===== config.mk =====
export PLATFORM = sky130hd
export DESIGN_NAME = rs_alu
export DESIGN_NICKNAME = d
export VERILOG_FILES = /design/src/rtl/rs_alu_pkg.sv /design/src/rtl/rs_pri_enc.sv /design/src/rtl/rs_alu.sv
export SDC_FILE = /design/constraint.sdc
export NUM_CORES = 2
export LEC_CHECK = 0
export ABC_AREA = 1
export ABC_CLOCK_PERIOD_IN_PS = 10990
export BUFFER_PORTS_ARGS = -buffer_cell sky130_fd_sc_hd__buf_2
export CORE_MARGIN = 8
export CORE_UTILIZATION = 52
export CTS_CLUSTER_SIZE = 25
export DETAILED_ROUTE_END_ITERATION = 16
export HOLD_SLACK_MARGIN = 0.03
export PLACE_DENSITY = 0.8
export SKIP_LAST_GASP = 1
export SYNTH_ARGS = -nofsm -noshare
export SYNTH_HDL_FRONTEND = slang
export SYNTH_SLANG_ARGS = --single-unit

===== constraint.sdc =====
create_clock -name clk_i -period 10.99 [get_ports clk_i]
set_input_delay 1.6485 -clock clk_i [delete_from_list [all_inputs] [get_ports clk_i]]
set_output_delay 1.6485 -clock clk_i [all_outputs]
set_load 0.05 [all_outputs]

===== src/rtl/rs_alu_pkg.sv =====
// Shared types for the ALU reservation station: renamed op payload, RS entry and ROB-window helper.
package rs_alu_pkg;

  localparam int unsigned RobSize = 16;
  localparam int unsigned RobTagW = 5;
  localparam int unsigned RobIdxW = $clog2(RobSize);
  localparam int unsigned PregW   = 7;

  typedef enum logic [6:0] {
    OpImm = 7'b0010011,
    OpLui = 7'b0110111,
    OpReg = 7'b0110011
  } alu_opcode_e;

  typedef struct packed {
    logic [PregW-1:0]   pd;
    logic [PregW-1:0]   ps1;
    logic [PregW-1:0]   ps2;
    logic [RobTagW-1:0] rob_index;
    logic [6:0]         opcode;
    logic [2:0]         func3;
    logic [6:0]         func7;
    logic [31:0]        imm;
  } rs_data_t;

  typedef struct packed {
    logic     valid;
    logic     rdy1;
    logic     rdy2;
    rs_data_t data;
  } rs_entry_t;

  // Tags strictly younger than mp_tag and older than tail; mp_tag+1 == tail is an empty window.
  function automatic logic in_flush_window(input logic [RobIdxW-1:0] tag,
                                           input logic [RobIdxW-1:0] mp_tag,
                                           input logic [RobIdxW-1:0] tail);
    logic [RobIdxW-1:0] off;
    logic [RobIdxW-1:0] len;
    off = tag - mp_tag - 1'b1;
    len = tail - mp_tag - 1'b1;
    return off < len;
  endfunction

endpackage


===== src/rtl/rs_pri_enc.sv =====
// Lowest-index-first priority encoder over a Depth-wide request vector.
module rs_pri_enc #(
  parameter int unsigned Depth = 8,
  localparam int unsigned IdxW = $clog2(Depth)
) (
  input  logic [Depth-1:0] req_i,
  output logic [IdxW-1:0]  idx_o,
  output logic             valid_o
);

  always_comb begin
    idx_o   = '0;
    valid_o = 1'b0;
    // Scanning downward leaves the lowest set index as the final winner.
    for (int i = Depth - 1; i >= 0; i--) begin
      if (req_i[i]) begin
        idx_o   = IdxW'(i);
        valid_o = 1'b1;
      end
    end
  end

endmodule


===== src/rtl/rs_alu.sv =====
// Reservation station for the integer ALU pipe: buffers renamed ops, snoops CDB wakeups,
// issues one ready op per cycle and squashes ops younger than a mispredicted branch.
module rs_alu
  import rs_alu_pkg::*;
#(
  parameter int unsigned Depth = 8,
  parameter int unsigned NWake = 3
) (
  input  logic                     clk_i,
  input  logic                     reset_i,
  input  logic                     disp_valid_i,
  input  rs_data_t                 disp_data_i,
  input  logic                     disp_ps1_rdy_i,
  input  logic                     disp_ps2_rdy_i,
  output logic                     rs_full_o,
  input  logic [NWake-1:0]         wake_valid_i,
  input  logic [NWake*PregW-1:0]   wake_tag_i,
  input  logic                     fu_alu_ready_i,
  output logic                     issued_o,
  output rs_data_t                 data_out_o,
  input  logic [RobTagW-1:0]       curr_rob_tag_i,
  input  logic                     mispredict_i,
  input  logic [RobTagW-1:0]       mispredict_tag_i
);

  localparam int unsigned IdxW = $clog2(Depth);

  rs_entry_t [Depth-1:0] ent_q, ent_d;
  logic                  issued_q, issued_d;
  rs_data_t              data_out_q, data_out_d;

  logic [Depth-1:0] free_vec, ready_vec;
  logic [IdxW-1:0]  free_idx, sel_idx;
  logic             free_vld, sel_vld;

  // ROB tags wrap at RobSize, so only the low bits take part in window math.
  logic unused_tag_msb;
  assign unused_tag_msb = ^{curr_rob_tag_i[RobTagW-1:RobIdxW],
                            mispredict_tag_i[RobTagW-1:RobIdxW]};

  function automatic logic wake_hit(input logic [PregW-1:0]       tag,
                                    input logic [NWake-1:0]       vld,
                                    input logic [NWake*PregW-1:0] tags);
    logic hit;
    hit = (tag == '0);
    for (int k = 0; k < NWake; k++) begin
      if (vld[k] && (tags[k*PregW +: PregW] == tag)) hit = 1'b1;
    end
    return hit;
  endfunction

  function automatic logic flushed(input logic [RobTagW-1:0] rob, input logic mp,
                                   input logic [RobTagW-1:0] mp_tag,
                                   input logic [RobTagW-1:0] tail);
    return mp && in_flush_window(rob[RobIdxW-1:0], mp_tag[RobIdxW-1:0], tail[RobIdxW-1:0]);
  endfunction

  always_comb begin
    for (int i = 0; i < Depth; i++) begin
      free_vec[i]  = ~ent_q[i].valid;
      ready_vec[i] = ent_q[i].valid & ent_q[i].rdy1 & ent_q[i].rdy2;
    end
  end

  rs_pri_enc #(.Depth(Depth)) u_free_enc (
    .req_i   (free_vec),
    .idx_o   (free_idx),
    .valid_o (free_vld)
  );

  rs_pri_enc #(.Depth(Depth)) u_sel_enc (
    .req_i   (ready_vec),
    .idx_o   (sel_idx),
    .valid_o (sel_vld)
  );

  assign rs_full_o  = ~free_vld;
  assign issued_o   = issued_q;
  assign data_out_o = data_out_q;

  always_comb begin
    ent_d      = ent_q;
    issued_d   = 1'b0;
    data_out_d = data_out_q;

    if (fu_alu_ready_i && sel_vld) begin
      ent_d[sel_idx].valid = 1'b0;
      if (flushed(ent_q[sel_idx].data.rob_index, mispredict_i, mispredict_tag_i,
                  curr_rob_tag_i)) begin
        data_out_d = '0;
      end else begin
        issued_d   = 1'b1;
        data_out_d = ent_q[sel_idx].data;
      end
    end

    for (int i = 0; i < Depth; i++) begin
      if (wake_hit(ent_q[i].data.ps1, wake_valid_i, wake_tag_i)) ent_d[i].rdy1 = 1'b1;
      if (wake_hit(ent_q[i].data.ps2, wake_valid_i, wake_tag_i)) ent_d[i].rdy2 = 1'b1;
      if (flushed(ent_q[i].data.rob_index, mispredict_i, mispredict_tag_i, curr_rob_tag_i)) begin
        ent_d[i].valid = 1'b0;
      end
    end

    // The free slot comes from registered state, so it never collides with this cycle's select.
    if (disp_valid_i && free_vld &&
        !flushed(disp_data_i.rob_index, mispredict_i, mispredict_tag_i, curr_rob_tag_i)) begin
      ent_d[free_idx].valid = 1'b1;
      ent_d[free_idx].rdy1  = disp_ps1_rdy_i | wake_hit(disp_data_i.ps1, wake_valid_i, wake_tag_i);
      ent_d[free_idx].rdy2  = disp_ps2_rdy_i | wake_hit(disp_data_i.ps2, wake_valid_i, wake_tag_i);
      ent_d[free_idx].data  = disp_data_i;
    end
  end

  always_ff @(posedge clk_i) begin
    if (reset_i) begin
      ent_q      <= '0;
      issued_q   <= 1'b0;
      data_out_q <= '0;
    end else begin
      ent_q      <= ent_d;
      issued_q   <= issued_d;
      data_out_q <= data_out_d;
    end
  end

endmodule

==> results.py <==
metrics = {
    "global_routing": {
        "busiest_layer": "met2",
        "grt_util_met1_pct": 39.6,
        "track_usage_pct": 32.6,
        "met3_usage_pct": 9.72,
        "grtUsageMet2_pct": 50.9,
        "overflow": 0,
        "grt_pass1_wl_mm": 203,
        "antenna_found_initial": 21,
        "first_global_vias": 35200,
        "grt_max_degree": 316,
    },
    "timing": {
        "min_period_ns": 6.89,
        "fin_tns_setup_ns": 0,
        "hold_viol_final": 0,
        "rsz0062_at_grt": "no",
        "worst_slew_pin_slew_ns": 1.27,
        "drv_slew": 0,
        "slew_headroom_pct": 15.2,
        "setup_viol": 0,
        "fin_crit_sh_pct": 62.7,
        "fmax_ghz": 0.145,
        "fin_skew_ns": 0.0342,
    },
    "setup_path": {
        "cp.required_ns": 11.55,
        "cp_max_fo": 66,
        "crit_arrival_ns": 7.45,
        "cp-start-kind": "flop",
        "rrSetupSlack_ns": 4.10,
        "cp-end-kind": "flop",
        "criticalPathCategory": "flop to flop",
    },
    "synthesis": {
        "yosysWarningCount": 0,
        "synth.distinct_cells": 50,
        "ys_seq_area_share_pct": 38.6,
        "synth_nets": 5489,
        "synth-seq-cells": 700,
        "synth_edf_count": 0,
        "dominantRegCellSynth": "dfxtp_1",
        "synth-async-reset-ratio_pct": 0,
        "syn_inst": 5299,
        "synthesis.area_mm2": 0.0363,
        "syn_area_per_cell_um2": 6.86,
    },
    "finish": {
        "final_cell_mix": "nor2_1 (901), nand2_1 (714), dfxtp_1 (700), o21ai_0 (692), a21oi_1 (427)",
        "layout-drive-gt1-share_pct": 8.48,
        "area_delta_synth_final_pct": 9.85,
        "finalNetCount": 5394,
        "layout_commonest_cell": "nor2_1",
        "fillers": 6510,
        "fin_cells": 6212,
        "post-route-util_pct": 57.3,
        "final_area_mm2": 0.0399,
    },
    "power": {
        "clkPwrFrac_pct": 43.7,
        "vdd.ir_drop.worst_mv": 0.156,
        "p_sw_mw": 1.79,
        "powerDensity_mw_per_mm2": 158,
        "p_leak_nw": 15.7,
        "p_sw_share_pct": 28.4,
        "internal_power_mw": 4.50,
        "p_comb_share_pct": 13.5,
        "power_frac_seq_pct": 42.9,
    },
    "detailed_routing": {
        "firstDrtPassIters": 10,
        "wl_mm": 134,
        "remaining_drc_errors": 0,
        "num_vias": 37800,
        "viasPerCell": 6.09,
        "routedWlPerCell_um": 21.6,
        "antenna_left": 0,
        "drtIter0Drc": 5580,
    },
    "cts": {
        "numCtsBuffers": 78,
        "h-tree-depth": 3,
        "clock_sinks": 700,
        "path_clk_slew_ns": 0.06,
        "cts_tree": "yes",
        "hold_buffers": 0,
        "insertion_delay_ns": 0.66,
        "ctsResizeCount": 0,
        "cts_setup_buffers": 0,
        "clk_path_buf_depth": 3,
        "root_buffer": "clkbuf_16",
    },
    "floorplanning": {
        "dieArea_mm2": 0.0786,
        "die_h_um": 280,
        "die_x_um": 280,
        "design.core.area_mm2": 0.0697,
        "num_rows": 97,
        "pin_count": 193,
        "initial_utilization_pct": 52.2,
    },
    "place": {
        "place_congestion": 1.02,
        "portBuffers": 190,
        "placed_cell_area_mm2": 0.0372,
        "dpl.cell_count": 6064,
        "dp_hpwl_mm": 74.9,
    },
    "status": {
        "status": "finished, final reports clean",
    },
    "run": {
        "maxCapViolCount": 0,
    },
    "worst_hold_path": {
        "min_path_type": "flop to flop",
    },
}
-- worst max-delay path: stages, from the launching register on --
cell and delay [ns]:
dfxtp_1 0.40, nand3_1 0.11, buf_4 0.31, nand2_2 0.15, nor2_4 0.35, buf_4 0.80
o21ai_2 0.18, nand2_4 0.52, inv_2 0.46, nand3_1 0.23, nand2_1 0.06, nor2_1 0.28
ha_1 0.31, nand3_1 0.08, nand2_1 0.06, xor2_1 0.16, inv_1 0.06, nand2_1 0.06
nand2_1 0.05, ha_1 0.29, o211ai_1 0.08, and3_1 0.24, nor2_4 0.68, buf_4 0.52
nand2_1 0.12, a21oi_1 0.15
-- per-stage QoR --
step	hold slack [ns]	setup slack, ns	total power, mW
global placement	0.433	4.49	3.53
floorplan	0.424	6.56	3.28
finish	0.444	4.10	6.29
global route	0.462	3.88	6.48
CTS	0.448	4.35	6.26
detailed placement	0.438	4.41	3.55
-- cell type report --
type	instances	area [um2]	share of cell area, %
Multi-Input combinational cell	3767	19100	47.9
Sequential cell	700	14000	35.1
Clock buffer	106	2290	5.73
Inverter	425	1610	4.02
Timing Repair Buffer	232	1280	3.20
Tap cell	940	1180	2.95
Clock inverter	31	419	1.05
Antenna cell	11	27.5	0.0689
-- synthesized netlist by cell type, types with 18 or more instances --
cell type	count	share of area, %
nand3b_1	43	0.89
o21ai_0	692	9.5
or2_2	38	0.65
o211ai_1	67	1.4
dfxtp_1	700	39
xnor2_1	69	1.7
nand3_1	198	2.7
nand2_1	717	7.4
nand4_1	65	1.1
o2111ai_1	38	0.92
nor3_1	88	1.2
a21oi_1	427	5.9
nor2_1	902	9.3
buf_2	129	1.8
ha_1	63	2.2
xor2_1	75	1.8
o22ai_1	94	1.6
inv_1	402	4.2
o21ai_1	41	0.56
nor4_1	32	0.55
or2_0	18	0.31
clkbuf_1	249	2.6
-- routing by layer --
layer,up-vias,share of wire [%]
met2,2426,43
met3,756,13
met1,17200,37
li1,17400,-
met4,18,7.0
met5,-,0.091
-- final timing paths --
check,startpoint,end,depth (start not counted)
setup / recovery,ent_q[77],data_out_o[48],25
hold / removal,ent_q[502],ent_q[502],2
setup reg to reg,ent_q[77],data_out_o[48],25
hold reg to reg,ent_q[502],ent_q[502],2
-- flip-flops by register name, summed over array words and instances, names as in the netlist --
signal	count
ent_q	624
data_out_o	75
issued_o	1
-- logic make-up after synthesis --
family | Yosys count | synth area share, %
compound gates | 1426 | 21.4
xor+xnor | 144 | 3.47
fa+ha+maj | 74 | 2.77
buf+inv | 832 | 9.16
flops | 700 | 38.6
simple gates | 2123 | 24.7
-- power by group through the flow --
stage               sequential, mW  combinational (mW)  clock [mW]
floorplan                     2.72               0.558           0
global placement              2.74               0.788           0
detailed placement            2.75               0.806           0
CTS                           2.69               0.812        2.76
global route                  2.70               0.911        2.86
finish                        2.70               0.847        2.75
Note: power is estimated with default switching activity, not from simulation.
